--- config.mk ---
export PLATFORM = sky130hd
export DESIGN_NAME = uart_transmitter_flat
export DESIGN_NICKNAME = d
export VERILOG_FILES = /design/src/rtl/uart_transmitter_if.sv /design/src/rtl/uart_transmitter.sv /design/src/flat_wrapper.sv
export SDC_FILE = /design/constraint.sdc
export NUM_CORES = 1
export LEC_CHECK = 0
export BUFFER_PORTS_ARGS = -buffer_cell sky130_fd_sc_hd__buf_4
export CAP_MARGIN = 20
export CORE_MARGIN = 5
export CORE_UTILIZATION = 65
export CTS_BUF_LIST = sky130_fd_sc_hd__clkbuf_4 sky130_fd_sc_hd__clkbuf_8 sky130_fd_sc_hd__clkbuf_16
export DETAILED_ROUTE_END_ITERATION = 8
export PLACE_DENSITY = 0.83
export SLEW_MARGIN = 10
export SYNTH_ARGS = -nofsm -noshare
export SYNTH_HDL_FRONTEND = slang
export SYNTH_SLANG_ARGS = --single-unit
--- constraint.sdc ---
create_clock -name clk -period 6.15 [get_ports clk]
set_input_delay 1.23 -clock clk [delete_from_list [all_inputs] [get_ports clk]]
set_output_delay 1.23 -clock clk [all_outputs]
set_load 0.02 [all_outputs]
--- src/rtl/uart_transmitter_if.sv ---
// Byte-input handshake for the UART transmitter.
// The producer drives data_in/data_in_valid. A byte moves on a rising edge where valid and ready are both high.
interface uart_transmitter_if;
  logic [7:0] data_in;
  logic       data_in_valid;
  logic       data_in_ready;

  modport master (
    output data_in,
    output data_in_valid,
    input  data_in_ready
  );

  modport slave (
    input  data_in,
    input  data_in_valid,
    output data_in_ready
  );
endinterface

--- src/rtl/uart_transmitter.sv ---
// 8N1 UART transmitter with a small input FIFO.
// Each frame is one start bit, eight data bits (LSB first) and one stop bit. Each bit lasts CLOCK_FREQ/BAUD_RATE cycles.
module uart_transmitter #(
  parameter int CLOCK_FREQ = 50_000_000,
  parameter int BAUD_RATE  = 115_200,
  parameter int FIFO_DEPTH = 4
) (
  input  logic                clk,
  input  logic                rst,
  uart_transmitter_if.slave   in_if,
  output logic                serial_out,
  output logic                tx_busy,
  output logic [1:0]          state_dbg
);
  localparam int SYMBOL_EDGE_TIME = CLOCK_FREQ / BAUD_RATE;
  localparam int CNT_W            = $clog2(SYMBOL_EDGE_TIME) + 1;
  localparam int PTR_W            = $clog2(FIFO_DEPTH);

  localparam logic [CNT_W-1:0] CNT_LAST  = CNT_W'(SYMBOL_EDGE_TIME - 1);
  localparam logic [CNT_W-1:0] CNT_ONE   = CNT_W'(1);
  localparam logic [PTR_W-1:0] PTR_ONE   = PTR_W'(1);
  localparam logic [PTR_W:0]   OCC_ONE   = (PTR_W + 1)'(1);
  localparam logic [PTR_W:0]   OCC_FULL  = (PTR_W + 1)'(FIFO_DEPTH);

  typedef enum logic [1:0] {
    IDLE  = 2'd0,
    START = 2'd1,
    DATA  = 2'd2,
    STOP  = 2'd3
  } state_t;

  // FIFO storage and bookkeeping
  logic [7:0]       mem [FIFO_DEPTH];
  logic [PTR_W-1:0] wr_ptr;
  logic [PTR_W-1:0] rd_ptr;
  logic [PTR_W:0]   occ;
  logic             fifo_empty;
  logic             push;
  logic             pop;

  // Transmit FSM registers and their next values
  state_t           state,    state_n;
  logic [CNT_W-1:0] baud_cnt, baud_cnt_n;
  logic [2:0]       bit_cnt,  bit_cnt_n;
  logic [7:0]       shift,    shift_n;
  logic             ser_n;
  logic             bit_done;

  assign fifo_empty          = (occ == '0);
  assign in_if.data_in_ready = (occ != OCC_FULL);
  assign push                = in_if.data_in_valid && in_if.data_in_ready;
  assign tx_busy             = (state != IDLE) || !fifo_empty;
  assign state_dbg           = state;
  assign bit_done            = (baud_cnt == CNT_LAST);

  always_ff @(posedge clk) begin
    if (push && !rst) begin
      mem[wr_ptr] <= in_if.data_in;
    end
  end

  // Occupancy counter tells full from empty; pointers wrap naturally at FIFO_DEPTH.
  always_ff @(posedge clk) begin
    if (rst) begin
      wr_ptr <= '0;
      rd_ptr <= '0;
      occ    <= '0;
    end else begin
      if (push) begin
        wr_ptr <= wr_ptr + PTR_ONE;
      end
      if (pop) begin
        rd_ptr <= rd_ptr + PTR_ONE;
      end
      case ({push, pop})
        2'b10:   occ <= occ + OCC_ONE;
        2'b01:   occ <= occ - OCC_ONE;
        default: occ <= occ;
      endcase
    end
  end

  always_ff @(posedge clk) begin
    if (rst) begin
      state      <= IDLE;
      baud_cnt   <= '0;
      bit_cnt    <= '0;
      shift      <= '0;
      serial_out <= 1'b1;
    end else begin
      state      <= state_n;
      baud_cnt   <= baud_cnt_n;
      bit_cnt    <= bit_cnt_n;
      shift      <= shift_n;
      serial_out <= ser_n;
    end
  end

  always_comb begin
    state_n    = state;
    baud_cnt_n = baud_cnt;
    bit_cnt_n  = bit_cnt;
    shift_n    = shift;
    ser_n      = serial_out;
    pop        = 1'b0;
    case (state)
      IDLE: begin
        if (!fifo_empty) begin
          pop        = 1'b1;
          shift_n    = mem[rd_ptr];
          ser_n      = 1'b0;
          bit_cnt_n  = '0;
          baud_cnt_n = '0;
          state_n    = START;
        end
      end
      START: begin
        if (bit_done) begin
          baud_cnt_n = '0;
          ser_n      = shift[0];
          state_n    = DATA;
        end else begin
          baud_cnt_n = baud_cnt + CNT_ONE;
        end
      end
      DATA: begin
        if (bit_done) begin
          baud_cnt_n = '0;
          if (bit_cnt == 3'd7) begin
            ser_n   = 1'b1;
            state_n = STOP;
          end else begin
            // shift[1] is the bit that becomes shift[0] after this edge
            shift_n   = {1'b0, shift[7:1]};
            ser_n     = shift[1];
            bit_cnt_n = bit_cnt + 3'd1;
          end
        end else begin
          baud_cnt_n = baud_cnt + CNT_ONE;
        end
      end
      STOP: begin
        if (bit_done) begin
          baud_cnt_n = '0;
          // Chain straight into the next start bit so queued bytes leave with no idle gap.
          if (!fifo_empty) begin
            pop       = 1'b1;
            shift_n   = mem[rd_ptr];
            ser_n     = 1'b0;
            bit_cnt_n = '0;
            state_n   = START;
          end else begin
            state_n = IDLE;
          end
        end else begin
          baud_cnt_n = baud_cnt + CNT_ONE;
        end
      end
      default: begin
        state_n = IDLE;
      end
    endcase
  end
endmodule

--- src/flat_wrapper.sv ---
// flat-port wrapper written by rule: the top's interface ports become plain ports
module uart_transmitter_flat 
#(
  parameter int CLOCK_FREQ = 50_000_000,
  parameter int BAUD_RATE  = 115_200,
  parameter int FIFO_DEPTH = 4
)
  (clk, rst, serial_out, tx_busy, state_dbg, in_if_data_in, in_if_data_in_valid, in_if_data_in_ready);
  uart_transmitter_if in_if_i ();
  input  logic clk;
  input  logic rst;
  output logic serial_out;
  output logic tx_busy;
  output logic [1:0] state_dbg;
  input wire logic [$bits(in_if_i.data_in)-1:0] in_if_data_in;
  input wire logic [$bits(in_if_i.data_in_valid)-1:0] in_if_data_in_valid;
  output wire logic [$bits(in_if_i.data_in_ready)-1:0] in_if_data_in_ready;
  assign in_if_i.data_in = in_if_data_in;
  assign in_if_i.data_in_valid = in_if_data_in_valid;
  assign in_if_data_in_ready = in_if_i.data_in_ready;
  uart_transmitter #(.CLOCK_FREQ(CLOCK_FREQ), .BAUD_RATE(BAUD_RATE), .FIFO_DEPTH(FIFO_DEPTH)) u_core (.clk(clk), .rst(rst), .in_if(in_if_i), .serial_out(serial_out), .tx_busy(tx_busy), .state_dbg(state_dbg));
endmodule
# Word-level counts from Yosys, hierarchy flattened
# Memories as Yosys holds them, arrays and structs flattened. A register that Yosys moved wholly into a read port is not among the register bits.
# Index checks and enable logic that the tools add are counted.
dict set report word_totals {
  register_bits 31
  ramBits 32
  in_bits 11
  output_inout_bits 5
  memories 1
}
# name depth width rd rd_clocked_by_memory_dff wr line
set memory_table {}
lappend memory_table {u_core.mem 4 8 1 1 1 uart_transmitter.sv:33} ;# logic [7:0] mem [FIFO_DEPTH];
dict set report op_classes {
  n_addsub 6
  eq_ne 14
  mux 34
  n_reduce_logical 14
}
# operator n
set ops {}
lappend ops {{$mux W8} 4}
lappend ops {{$pmux W8 S3} 1}
lappend ops {{$mux W10} 2}
lappend ops {{$pmux W10 S2} 1}
lappend ops {{$mux W2} 7}
lappend ops {{$mux W3} 4}
lappend ops {{$add A10 B1 Y10 const B} 1}
lappend ops {{$eq A10 B9 Y1 const B} 1}
lappend ops {{$mux W1} 10}
lappend ops {{$pmux W3 S3} 1}
lappend ops {{$ne A2 B1 Y1 const B} 4}
lappend ops {{$pmux W2 S4} 1}
lappend ops {{$add A3 B1 Y3 const B} 2}
lappend ops {{$eq A2 B2 Y1 const B} 3}
lappend ops {{$pmux W3 S2} 1}
lappend ops {{$reduce_and A5 Y1} 1}
lappend ops {{$add A2 B1 Y2 const B} 2}
lappend ops {{$eq A2 B1 Y1 const B} 2}
lappend ops {{$ne A2 B2 Y1 const B} 2}
lappend ops {{$pmux W1 S4} 1}
lappend ops {{$reduce_and A4 Y1} 1}
lappend ops {{$reduce_bool A2 Y1} 2}
lappend ops {{$eq A3 B3 Y1 const B} 1}
lappend ops {{$logic_not A3 Y1} 1}
lappend ops {{10 further kinds} 12}

# Depth between registers and ports, before layout
dict set report depth {
  ltp_word 6
  depth_mapped 10
  mapped_depth_nobuf 10
}

# Least setup slack after synthesis
# No wires, ideal clock.
dict set report synth_path {
  path_type {input-to-reg}
  from {input in_if_data_in_valid}
  to {register u_core.occ[2]}
  setup_time_ps 70
  arrival_time_ps 2531
  t_required_ps 6080
  setup_slack_ps 3548
  stages 6
  path_buffers 0
  cell_sequence {nand2_1 ha_1 fa_1 xnor2_1 or3_1 a21oi_1}
}
dict set report synth_between {
  elab_chain_cells 3
}
# item line
set synth_rtl {}
lappend synth_rtl {{start, declared} flat_wrapper.sv:16} ;# input wire logic [$bits(in_if_i.data_in_valid)-1:0] in_if_data_in_valid;
lappend synth_rtl {{$logic_and A1 B1 Y1 *} uart_transmitter.sv:51} ;# assign push = in_if.data_in_valid && in_if.data_in_ready;
lappend synth_rtl {{$eq A2 B1 Y1 / $eq A2 B2 Y1 (equally long branches)} uart_transmitter.sv:75} ;# case ({push, pop})
lappend synth_rtl {{$pmux W3 S2 / $reduce_bool A2 Y1 (equally long branches)} n/a}
lappend synth_rtl {{end signal, assigned} uart_transmitter.sv:76} ;# 2'b10: occ <= occ + OCC_ONE;
lappend synth_rtl {{end signal, assigned} uart_transmitter.sv:77} ;# 2'b01: occ <= occ - OCC_ONE;
lappend synth_rtl {{end, declared} uart_transmitter.sv:36} ;# logic [PTR_W:0] occ;
# Every way passes the cells marked *; elsewhere a longest branch is shown, timed or not.
# A chain may end at the register's enable or synchronous reset.

# Worst setup path in the final report
dict set report layout_path {
  from {register u_core.state[0] (netlist: u_core.state_dbg[0])}
  to {output tx_busy}
}
dict set report layout_between {
  elab_chain_cells 2
}
# item line
set layout_rtl {}
lappend layout_rtl {{start, declared} uart_transmitter.sv:42} ;# state_t state, state_n;
lappend layout_rtl {{start signal, assigned} uart_transmitter.sv:91} ;# state <= state_n;
lappend layout_rtl {{$reduce_bool A2 Y1} uart_transmitter.sv:52} ;# assign tx_busy = (state != IDLE) || !fifo_empty;
lappend layout_rtl {{$logic_or A1 B1 Y1} uart_transmitter.sv:52}
lappend layout_rtl {{end, declared} flat_wrapper.sv:13} ;# output logic tx_busy;
# No other way between the ends.

==> metrics.cfg <==
[power]
sequentialPowerShare=0.380
swShare=0.3698
clock_power_share=0.242
p_per_area_mw_per_mm2=452.3
p_leak_uw=0.001187
intPower_uw=944.2
total_power_uw=1498
p_comb_frac=0.378
p_sw_uw=554.2
vdd_drop_max_mv=0.2735

[synthesis]
synth_nets=280
yosysUniqueCellTypes=48
synth-adder-area-share=0.06541
synth.cell_area_mm2=0.002984
synth-xor-area-share=0.01174
synthArstFlopShare=0
synth-simple-area-share=0.1216
synth_compound_area_frac=0.1405
synth_top_family_by_area=compound AO/OA/AOI/OAI gates
seq_area_frac_synth=0.5434
synth_warnings=0
synthFlopType=dfxtp_1
netlist_instances=254
synth-seq-cells=65
synth_edf_count=32
syn_avg_cell_area_um2=11.75
synth.area.mux_share=0.09015

[floorplan]
die_w_um=77.76
start_util=0.6760
die-area_mm2=0.006046
core.rowCount=24
fp.dieH_um=77.76
core_mm2=0.004414
ioPinCount=16

[timing]
layout_min_cycle_time_ps=3263
fmax_ghz=0.3064
slew_viol_final=0
slew_headroom=0.4075
setup_violations=0
skew_ps=8.328
post-route-period-util=0.5306
rsz0062_at_grt=false
worst_pin_slew_ps=884.6
report.final.hold_viol_count=0
final.setup.tns_ps=0

[critical_path]
cpPeakStageDelay_ps=590
worstPathCellList=inv_1 -> ha_1 -> or4b_1 -> buf_4
path_class=reg -> out
crit_path_max_fanout=12
required_ps=4920
start_kind=register
worstPathArrival_ps=2030
critPathCaptureType=output port
slowest_stage=or4b_1

[status]
outcome=complete, no violations

[cells_and_area]
mostFrequentLayoutCells=dfxtp_1, edfxtp_1, a21oi_1
multi_input_area_mm2=0.001281
register_area_mm2=0.001622
drive_gt1_frac=0.2015
diodes=0
final_nets=294
nFillCells=280
area_growth_pct=11.03
final_common_cell=dfxtp_1

[clock_tree]
clk_pin_slew_ps=70
cts_tree=done
clockRootBuffer=clkbuf_8
hold_buffers=0
max-clock-path-buffers=2
cts_resized=0
clk_latency_ps=340
numCtsBuffers=9
h-tree-depth=3
postCtsSetupBuffers=0
cts.sinks=65

[global_route]
grt_pass1_wl_um=9121
track_usage=0.1947
grt_max_degree=32
antenna_found_initial=0
grt_overflow=0
first_global_vias=1952

[placed_design]
hpwl_um=3812
port_buffers=15
routabilityCongestion=0.8768

[drt]
ant_nets=0
firstDrtPassIters=4
viasPerCell=6.311
wl_per_cell_um=16.96
drtIter0Drc=210
vias=2051
drt-total-wl_um=5511
drc=0

[flow_run]
max_cap_viol_count=0

[hold_path]
hold_class=reg -> reg

cells by family after synthesis:
kind of cell	count (synthesis)
AO/OA/AOI/OAI	67
flip-flops	65
buffers and inverters	21
adder cells (fa/ha/maj)	15
multiplexers	16
AND/OR/NAND/NOR	66
XOR/XNOR	4
synth_stat cells (3+ instances only):
| library cell | instances | share of area |
|---|---|---|
| a21oi_1 | 23 | 0.039 |
| a31o_2 | 3 | 0.0088 |
| and2_1 | 5 | 0.010 |
| clkbuf_1 | 9 | 0.011 |
| dfxtp_1 | 33 | 0.22 |
| edfxtp_1 | 32 | 0.32 |
| ha_1 | 14 | 0.059 |
| inv_1 | 8 | 0.010 |
| mux2_2 | 7 | 0.026 |
| mux4_2 | 8 | 0.060 |
| nand2_1 | 12 | 0.015 |
| nand3_1 | 12 | 0.020 |
| nand4_1 | 4 | 0.0084 |
| nor2_1 | 13 | 0.016 |
| nor3_1 | 4 | 0.0067 |
| o21ai_0 | 20 | 0.034 |
| or3_1 | 3 | 0.0063 |
| or4_1 | 3 | 0.0075 |
| xnor2_1 | 3 | 0.0088 |
critical path, delay by kind of cell, from the launching register on:
| family | cells | cell delay, ps |
|---|---|---|
| buffers and inverters | 2 | 360 |
| flip-flops | 1 | 340 |
| AND/OR/NAND/NOR | 1 | 590 |
| adder cells (fa/ha/maj) | 1 | 400 |
routing by layer:
| layer | wire length (um) | part of all wire | GRT usage | vias to the layer above |
|---|---|---|---|---|
| met3 | 296 | 0.054 | 0.04745 | 12 |
| met2 | 2727 | 0.49 | 0.3122 | 58 |
| li1 | - | - | - | 983 |
| met1 | 2365 | 0.43 | 0.2446 | 998 |
| met5 | 0 | 0 | 0 | - |
| met4 | 122 | 0.022 | 0.09966 | 0 |
stage by stage:
step | setup slack, ps | util | hold slack [ps] | std cells | instance area (um^2)
CTS | 2897 | 0.7494 | 474.2 | 324 | 3308
global placement | 3315 | 0.7046 | 458.0 | 308 | 3110
global route | 2777 | 0.7506 | 500.0 | 325 | 3313
finish | 2887 | 0.7506 | 472.7 | 325 | 3313
detailed placement | 3281 | 0.7046 | 464.1 | 308 | 3110
floorplan | 3548 | - | 447.2 | 254 | 2984
state kept, by name (all words and copies together) (netlist names), named ones only:
register	flops
u_core.shift	8
u_core.bit_cnt	3
u_core.wr_ptr	2
u_core.rd_ptr	2
u_core.serial_out	1
u_core.state_dbg	2
u_core.mem	32
u_core.occ	3
u_core.baud_cnt	10
final timing paths:
| check | slack (ps) | to | cells after the start | start |
|---|---|---|---|---|
| max | 2890 | tx_busy | 4 | u_core.state_dbg[0] |
| min | 470 | u_core.shift[5] | 2 | u_core.shift[5] |
| max reg2reg | 3550 | u_core.occ[2] | 9 | u_core.state_dbg[1] |
| min reg2reg | 470 | u_core.shift[5] | 2 | u_core.shift[5] |
area by class of cell:
class / count / area share
Timing Repair Buffer: 16 / 0.03550
Inverter: 8 / 0.009063
Multi-Input combinational cell: 168 / 0.3867
Sequential cell: 65 / 0.4894
Clock buffer: 10 / 0.03965
Clock inverter: 6 / 0.02002
Tap cell: 52 / 0.01964
power by group through the flow:
stage	Combinational [uW]	Sequential (uW)	Clock, uW
6_report	566	569	363
3_5_place_dp	547	578	0
5_1_grt	616	577	389
4_1_cts	554	568	365
2_1_floorplan	433	563	0
3_3_place_gp	535	574	0
No activity file was read; power rests on OpenSTA's default activity.
